===== config.mk =====
export PLATFORM = sky130hd
export DESIGN_NAME = muldiv_sequencial
export DESIGN_NICKNAME = d
export VERILOG_FILES = /design/src/rtl/muldiv_sequencial.sv
export SDC_FILE = /design/constraint.sdc
export NUM_CORES = 1
export LEC_CHECK = 0
export ABC_AREA = 1
export BUFFER_PORTS_ARGS = -buffer_cell sky130_fd_sc_hd__buf_2
export CAP_MARGIN = 5
export CELL_PAD_IN_SITES_DETAIL_PLACEMENT = 1
export CELL_PAD_IN_SITES_GLOBAL_PLACEMENT = 1
export CORE_UTILIZATION = 39
export DETAILED_ROUTE_END_ITERATION = 16
export PLACE_DENSITY_LB_ADDON = 0.3
export SETUP_SLACK_MARGIN = 0.05
export SLEW_MARGIN = 20
export SYNTH_ARGS = -nofsm -noshare
export SYNTH_HDL_FRONTEND = slang
export SYNTH_SLANG_ARGS = --single-unit

===== constraint.sdc =====
create_clock -name clock -period 5 [get_ports clock]
set_input_delay 0.75 -clock clock [delete_from_list [all_inputs] [get_ports clock]]
set_output_delay 0.75 -clock clock [all_outputs]
set_load 0.05 [all_outputs]

===== src/rtl/muldiv_sequencial.sv =====
// Sequential unsigned multiply/divide unit with architectural HI/LO registers.
// Latency: multiply and divide take N cycles after the start edge; divide by zero takes 1; moves take effect on the start edge.
// Backpressure: ocupado is high while an operation runs and any start request during that time is dropped.
//
// Ports:
//   clock, reset        - rising-edge clock, asynchronous active-high reset
//   inicio, operacao    - start request and opcode (00 mul, 01 div, 10 RS->HI, 11 RS->LO)
//   RS, RT              - operands (multiplicand/dividend, multiplier/divisor)
//   ocupado, pronto     - busy flag, one-cycle completion pulse
//   divZero             - last divide had a zero divisor
//   saidaHI, saidaLO    - architectural HI and LO registers
module muldiv_sequencial #(
  parameter int N = 32
) (
  input  logic         clock,
  input  logic         reset,
  input  logic         inicio,
  input  logic [1:0]   operacao,
  input  logic [N-1:0] RS,
  input  logic [N-1:0] RT,
  output logic         ocupado,
  output logic         pronto,
  output logic         divZero,
  output logic [N-1:0] saidaHI,
  output logic [N-1:0] saidaLO
);

  localparam int CW = $clog2(N) + 1;

  typedef enum logic [1:0] {
    OCIOSO = 2'd0,
    MULT   = 2'd1,
    DIV    = 2'd2
  } state_t;

  state_t         state;
  logic [CW-1:0]  cnt;
  // opnd holds the multiplicand (MULT) or the divisor (DIV).
  // acc_lo starts as the multiplier / dividend and is shifted out one bit
  // per step while the product / quotient bits are shifted in behind it.
  logic [N-1:0]   opnd;
  logic [N-1:0]   acc_hi;
  logic [N-1:0]   acc_lo;

  // Shift-add step: add the multiplicand into the upper half when the
  // current multiplier bit is set, then shift the whole pair right.
  logic [N:0]     mul_sum;
  logic [N-1:0]   mul_hi;
  logic [N-1:0]   mul_lo;

  // Restoring-division step: shift the partial remainder left by one
  // dividend bit and try to subtract the divisor. The remainder is always
  // below the divisor, so the shifted value fits N+1 bits and bit N of the
  // difference is a reliable "went negative" flag.
  logic [N:0]     div_shift;
  logic [N:0]     div_diff;
  logic           div_ok;
  logic [N-1:0]   div_hi;
  logic [N-1:0]   div_lo;

  logic           last;

  assign mul_sum   = {1'b0, acc_hi} + (acc_lo[0] ? {1'b0, opnd} : {(N+1){1'b0}});
  assign mul_hi    = mul_sum[N:1];
  assign mul_lo    = {mul_sum[0], acc_lo[N-1:1]};

  assign div_shift = {acc_hi, acc_lo[N-1]};
  assign div_diff  = div_shift - {1'b0, opnd};
  assign div_ok    = ~div_diff[N];
  assign div_hi    = div_ok ? div_diff[N-1:0] : div_shift[N-1:0];
  assign div_lo    = {acc_lo[N-2:0], div_ok};

  assign last      = (cnt == CW'(N - 1));

  always_ff @(posedge clock or posedge reset) begin
    if (reset) begin
      state   <= OCIOSO;
      cnt     <= '0;
      opnd    <= '0;
      acc_hi  <= '0;
      acc_lo  <= '0;
      ocupado <= 1'b0;
      pronto  <= 1'b0;
      divZero <= 1'b0;
      saidaHI <= '0;
      saidaLO <= '0;
    end else begin
      pronto <= 1'b0;
      case (state)
        OCIOSO: begin
          if (inicio) begin
            case (operacao)
              2'b00: begin
                opnd    <= RS;
                acc_lo  <= RT;
                acc_hi  <= '0;
                cnt     <= '0;
                state   <= MULT;
                ocupado <= 1'b1;
              end
              2'b01: begin
                opnd    <= RT;
                acc_lo  <= RS;
                acc_hi  <= '0;
                cnt     <= '0;
                state   <= DIV;
                ocupado <= 1'b1;
              end
              2'b10:   saidaHI <= RS;
              default: saidaLO <= RS;
            endcase
          end
        end

        MULT: begin
          acc_hi <= mul_hi;
          acc_lo <= mul_lo;
          cnt    <= cnt + 1'b1;
          if (last) begin
            saidaHI <= mul_hi;
            saidaLO <= mul_lo;
            state   <= OCIOSO;
            ocupado <= 1'b0;
            pronto  <= 1'b1;
          end
        end

        DIV: begin
          if (opnd == '0) begin
            // Zero divisor: acc_lo still holds the untouched dividend.
            saidaHI <= acc_lo;
            saidaLO <= '1;
            divZero <= 1'b1;
            state   <= OCIOSO;
            ocupado <= 1'b0;
            pronto  <= 1'b1;
          end else begin
            acc_hi <= div_hi;
            acc_lo <= div_lo;
            cnt    <= cnt + 1'b1;
            if (last) begin
              saidaHI <= div_hi;
              saidaLO <= div_lo;
              divZero <= 1'b0;
              state   <= OCIOSO;
              ocupado <= 1'b0;
              pronto  <= 1'b1;
            end
          end
        end

        default: begin
          state   <= OCIOSO;
          ocupado <= 1'b0;
        end
      endcase
    end
  end

endmodule


==> results by group, run 1 <==
Floorplan
  – Die ar.: 0.0376 mm^2
  – Core area: 0.0359 mm^2
  – Num rows: 69
  – Initial core utilization: 40.0%
  – Die Width: 194 um
  – Die H: 194 um
  – I/O Pins: 136

Yosys
  – Synth area leaders: dfrtp_1, nand2_1, inv_1
  – Largest family of logic cells by synthesized area: simple AND/OR/NAND/NOR gates
  – Fraction of synthesized area in multiplexers: 3.00%
  – Post-synthesis cell type count: 51
  – Main synth FF type: dfrtp_1
  – Most frequent cell after synthesis: nand2_1
  – Ys async rst share: 100%
  – Synth Net Count: 2354
  – Synth Area in Simple Gates: 29.2%
  – Synth top cells by count: nand2_1, inv_1, dfrtp_1
  – XOR/XNOR share of the synthesized area: 1.04%
  – Synth top area share: 29.8%
  – Post-Synthesis Cell Area: 0.0144 mm^2
  – Area leader, netlist: dfrtp_1
  – EDFF count, synth: 0
  – Adder-cell area share of the yosys netlist: 6.28%
  – Compound-Gate Fraction of Synth Area: 18.5%
  – Count of warnings emitted by yosys: 0
  – Yosys reg bits: 171
  – Synth Instances: 2214
  – Mean area per synthesized cell: 6.49 um^2
  – Sequential area share after synthesis: 29.8%

Pwr
  – Clock power share: 12.6%
  – VDD IR max: 0.481 mV
  – Lkg Pwr: 0.00883 uW
  – Internal: 4740 uW
  – Comb pwr share: 65.6%
  – P per Cell Area: 695 mW/mm^2
  – Register share of total power: 21.8%
  – Psw: 6330 uW
  – Sw frac: 57.2%

Timing
  – RSZ-0062 raised after global routing: no
  – Measured slew at the worst slew-check pin: 1020 ps
  – TNS Setup: 0 ps
  – Clock period minus worst slack: 3610 ps
  – Final Max Slew Viols: 0
  – Final Setup Violations: 0
  – Peak Freq: 277 MHz
  – Final-report hold violation count: 0
  – Period utilization: 72.3%
  – Rel. slew slack: 31.9%
  – Skew final: 9.81 ps

Critical path
  – CP startpoint kind: flop
  – Crit-path slowest cell: nand3_1
  – R2R Path End: saidaHI[22]
  – Crit. Startpoint: acc_lo[31]
  – Kind of critical path: reg -> reg
  – Critical path buffers and inverters: 2
  – CP required: 5320 ps
  – R2R depth: 19
  – Critical path endpoint: saidaHI[22]
  – Crit path cell chain: inv_1, ha_1, fa_1, inv_1, nand2_1, nand2_1, nand3_1, nand2_1, nand2_1, nand2_2, nand2_2, nand2_2, nand2_1, nand3_1, o21ai_0, nand2_1, nand3_1, nand3_1, a21oi_1
  – R2r setup slk: 1390 ps
  – CP delay by family, top: simple AND/OR/NAND/NOR gates
  – CP peak stage delay: 430 ps
  – CP arrival: 3940 ps
  – WP depth: 19
  – Largest fanout on the critical path: 7
  – Crit end category: flop
  – Most used cell, CP: nand2_1
  – Reg-to-Reg Start: acc_lo[31]

GRT
  – Global-route wire length before repair: 90.5 mm
  – M3 GR Usage: 5.86%
  – Gr busiest metal: met2
  – Initial antenna violation count: 0
  – GRT Residual Overflow: 0
  – Gr usage total: 31.2%
  – Met2 global-route usage: 46.1%
  – Number of global-route vias before repair: 15600
  – Largest net degree at the start of global routing: 172
  – GR Util met1: 45.6%

Cells and area
  – N_diodes: 0
  – Share of cells above drive strength 1: 10.5%
  – Area of the multi-input gates: 0.00835 mm^2
  – Design area: 0.0159 mm^2
  – Storage element area: 0.00428 mm^2
  – Fill count: 4816
  – Final Net Count: 2436
  – Area Overhead vs Synth: 10.9%

Clocking
  – Inserted Clock Buffers: 17
  – CTS tree: done
  – # resized after CTS: 0
  – H-tree level count: 4
  – Sink Count: 171
  – Clk Latency, worst-skew pair: 440 ps
  – Root buf cell: clkbuf_16
  – Clock transition at path regs: 70 ps
  – Max clock buf depth: 2
  – Post-CTS setup buffer count: 0
  – Hold Buf Count CTS: 0

Outcome
  – Outcome: finished, final reports clean

Routing
  – Antenna Nets Post-Route: 0
  – Vias per cell: 5.62
  – Iter 0 DRT Violations: 1171
  – Vias: 15600
  – DRC Markers: 0
  – TritonRoute pass-1 iters: 5
  – Post-DR wirelength/cell: 21.2 um
  – Final wirelength: 58.6 mm

Place
  – Detailed Place HPWL: 46.0 mm
  – Placed cell area: 0.0153 mm^2
  – IO buf count: 135
  – GP Congestion: 0.976

Flow run
  – # Max-Cap Violations: 0

Hold path
  – Hold Crit Class: reg -> reg
-- cell type report --
cell class	instances	area share [%]
clock buffers	18	2.75
repair buffers	151	5.07
flip-flops and latches	171	26.8
multi-input cells	1600	52.4
well taps	461	3.62
clock inverters	14	0.989
inverters	355	8.39
-- routing by layer --
metal	wire (um)	part of all wire [%]
met1	27900	48
met2	24700	42
met3	4470	7.6
met4	1520	2.6
met5	0	0
-- worst register-to-register path, delay by kind of cell, from the launching register on --
family | cells | cell delay (ps)
AND/OR/NAND/NOR | 13 | 1860
buffers and inverters | 2 | 360
AO/OA/AOI/OAI | 2 | 260
flip-flops | 1 | 330
adder cells (fa/ha/maj) | 2 | 700
-- placed cells by master (no fill, tap or decap), drive strengths merged, types with 4 or more instances in the layout --
cell type  Yosys  layout
a22oi         31      31
mux2i         24      24
clkbuf        46      18
clkinv         2       7
ha            69      69
nand2        662     662
nor4           8       8
nand4         11      11
nor2         150     150
buf           42     151
a21o          13      13
o22ai         64      64
nor3          11      11
a31o           6       6
xnor2         16      16
a21oi        132     132
or2            6       6
a31oi         13      13
a21boi        24      24
nand3b         8       8
o21a           4       4
dfrtp        171     171
inv          353     358
nand3        152     152
mux2          17      17
o21bai         5       5
o21ai        159     159
-- sequential cells by signal, indices dropped and copies added (netlist names), 2 cells and up --
signal	count
state	2
saidaLO	32
cnt	6
acc_hi	32
acc_lo	32
saidaHI	32
opnd	32
-- power by group through the flow --
stage	logic, uW	clock network, uW	registers (uW)
floorplan	4360	0	3140
global placement	6990	0	2390
detailed placement	7120	0	2410
CTS	7190	1410	2400
global route	7930	1450	2470
finish	7270	1400	2410
-- worst min path at each step --
stage,endpoint,cells past startpoint,slack [ps],from
2_1_floorplan,cnt[4],1,460,cnt[4]
4_1_cts,saidaLO[5],1,480,saidaLO[5]
6_report,saidaLO[5],1,470,saidaLO[5]
5_1_grt,saidaLO[4],1,500,saidaLO[4]
3_3_place_gp,saidaLO[2],1,460,saidaLO[2]
3_5_place_dp,saidaLO[5],1,460,saidaLO[5]
-- logic make-up after synthesis --
logic type / count (synthesis)
simple gates: 1012
compound gates: 459
buf+inv: 443
flops: 171
fa+ha+maj: 71
mux: 41
xor+xnor: 17
-- stage by stage --
stage / total power, uW / hold slack, ps / setup slack, ps / utilization, % / cells
final: 11100 / 472 / 1390 / 44.4 / 2770
after floorplan: 7500 / 464 / 2070 / - / 2214
after global routing: 11800 / 498 / 1130 / 44.4 / 2770
after global placement: 9380 / 460 / 1560 / 42.7 / 2738
after detailed placement: 9540 / 461 / 1460 / 42.7 / 2738
after CTS: 11000 / 477 / 1460 / 44.4 / 2770
(Power assumes the default switching activity.)
==> inputs of run 2 (changes only) <==
==> constraint.sdc (replaced) <==
create_clock -name clock -period 3.2 [get_ports clock]
set_input_delay 0.48 -clock clock [delete_from_list [all_inputs] [get_ports clock]]
set_output_delay 0.48 -clock clock [all_outputs]
set_load 0.05 [all_outputs]
==> run 2 against run 1 <==
  * Final cell count rose by 1.0%
  * Register-to-register slack got worse by 1200 ps
  * Clock skew rose by 1.8 ps
  * First-iteration DRC count fell by 2.4%
  * Via count rose by 1.9%
  * Flip-flop and latch count did not move
  * Critical path type unchanged
  * Largest cell class unchanged
  * Highest routed layer is now met5
==> results by group, run 2 (synthesis gave the netlist of run 1 again) <==
Clocking
  – Sink Count: 171
  – Hold Buf Count CTS: 0
  – Inserted Clock Buffers: 17
  – H-tree level count: 4
  – Max clock buf depth: 2
  – Clock transition at path regs: 60 ps
  – CTS tree: done
  – Root buf cell: clkbuf_16
  – Clk Latency, worst-skew pair: 450 ps

Routing
  – DRC Markers: 0
  – Final wirelength: 61.1 mm
  – Iter 0 DRT Violations: 1143
  – Vias: 15900
  – Vias per cell: 5.68
  – Post-DR wirelength/cell: 21.8 um
  – Antenna Nets Post-Route: 0
  – TritonRoute pass-1 iters: 5

Pwr
  – Comb pwr share: 66.2%
  – Psw: 10300 uW
  – Clock power share: 12.6%
  – Internal: 7870 uW
  – Register share of total power: 21.2%
  – Sw frac: 56.6%
  – VDD IR max: 0.819 mV
  – Lkg Pwr: 0.00902 uW
  – P per Cell Area: 1110 mW/mm^2

Floorplan
  – Num rows: 69
  – I/O Pins: 136
  – Die Width: 194 um
  – Die H: 194 um
  – Initial core utilization: 40.0%
  – Die ar.: 0.0376 mm^2
  – Core area: 0.0359 mm^2

Outcome
  – Outcome: finished, final reports clean

Cells and area
  – Final Net Count: 2464
  – Commonest non-fill, non-tap cell in the layout: nand2_1
  – Fin util: 45.6%
  – Share of cells above drive strength 1: 12.0%
  – Fill count: 4829
  – Commonest cells after routing, fill and taps aside: nand2_1, inv_1, dfrtp_1
  – N_diodes: 0
  – Area Overhead vs Synth: 13.8%

Timing
  – Clock period minus worst slack: 3000 ps
  – Peak Freq: 333 MHz
  – Setup WS post-layout: 196 ps
  – TNS Setup: 0 ps
  – Skew final: 11.6 ps
  – Period utilization: 93.9%
  – Measured slew at the worst slew-check pin: 794 ps
  – RSZ-0062 raised after global routing: yes
  – Final Max Slew Viols: 0
  – Final Setup Violations: 0
  – Final-report hold violation count: 0
  – Rel. slew slack: 47.0%

Critical path
  – CP required: 3570 ps
  – Crit end category: flop
  – Kind of critical path: reg -> reg
  – CP arrival: 3370 ps
  – Largest fanout on the critical path: 11
  – CP startpoint kind: flop

GRT
  – Gr usage total: 32.2%
  – Initial antenna violation count: 1
  – Gr busiest metal: met2
  – Met2 global-route usage: 48.9%
  – GRT Residual Overflow: 0
  – Number of global-route vias before repair: 15900
  – Global-route wire length before repair: 93.4 mm
  – M3 GR Usage: 5.06%
  – GR Util met1: 47.2%
  – Largest net degree at the start of global routing: 75

Place
  – GP Congestion: 0.971
  – IO buf count: 135
  – Post-place setup slack: 114 ps
  – Detailed Place HPWL: 48.1 mm

Flow run
  – # Max-Cap Violations: 0

Hold path
  – Hold Crit Class: in -> async
==> run 2: changes by cell type in the layout (fill, tap and decap cells not counted), sizes merged <==
cell / before / now
bufinv: 2 / 4
clkbuf: 18 / 23
inv: 358 / 352
clkinv: 7 / 4
buf: 151 / 178
clkinvlp: 2 / 5
==> run 2: repair_timing <==
item	CTS	global route
resized for setup	0	16
setup buffers	0	1
endpoints found under the setup margin	0	42
==> run 2: worst max-delay path: stages, from the launching register on <==
cell and delay (ps):
dfrtp_1 480, inv_1 210, ha_1 390, inv_1 110
nand2_1 70, nand3_1 90, nand2_1 90, nand2_1 80
nand2_2 80, nand2_2 160, nand2_2 110, nand2_4 140
nand2_8 100, clkbuf_16 190, o21ai_2 80, nand3_1 180
nand3_1 130, nand3_1 90, a21boi_1 150
==> run 2: stage by stage <==
| stage | total power, uW | area (um^2) | hold WS, ps | instances |
|---|---|---|---|---|
| finish | 18100 | 16400 | 152 | 2798 |
| floorplan | 11700 | 14400 | 464 | 2214 |
| global placement | 15200 | 15600 | 457 | 2764 |
| CTS | 17900 | 16300 | 163 | 2796 |
| detailed placement | 15500 | 15600 | 462 | 2764 |
| global route | 19300 | 16400 | 181 | 2798 |
==> run 2: path summary, 6_finish.rpt <==
kind	end	startpoint	cells past startpoint	slack, ps
max	saidaHI[2]	opnd[3]	18	200
min	saidaLO[4]	reset	3	150
max reg2reg	saidaHI[2]	opnd[3]	18	200
min reg2reg	saidaLO[7]	saidaLO[7]	1	480
max in group asynchronous	saidaHI[1]	reset	3	2530
min in group clock	opnd[0]	RT[0]	3	320
==> run 2: area by class of cell <==
class                      count  area (um^2)  share of cell area (%)
clock buffer                  22          474                    2.90
clock inverter                10          164                    1.00
tap                          461          577                    3.53
multi-input combinational   1600         8420                    51.4
timing repair buffer         179         1110                    6.79
sequential                   171         4280                    26.2
inverter                     355         1340                    8.18
==> run 2: power by group through the flow <==
stage	clock network, uW	logic, uW	registers (uW)
6_report	2280	12000	3850
3_5_place_dp	0	11600	3830
2_1_floorplan	0	6820	4910
5_1_grt	2380	13000	3910
4_1_cts	2290	11700	3810
3_3_place_gp	0	11400	3790
==> run 2: metal layers <==
layer | share of wire, % | vias to the layer above
met2 | 43 | 593
met3 | 7.7 | 74
li1 | - | 7396
met5 | 0.013 | -
met4 | 2.1 | 2
met1 | 47 | 7816
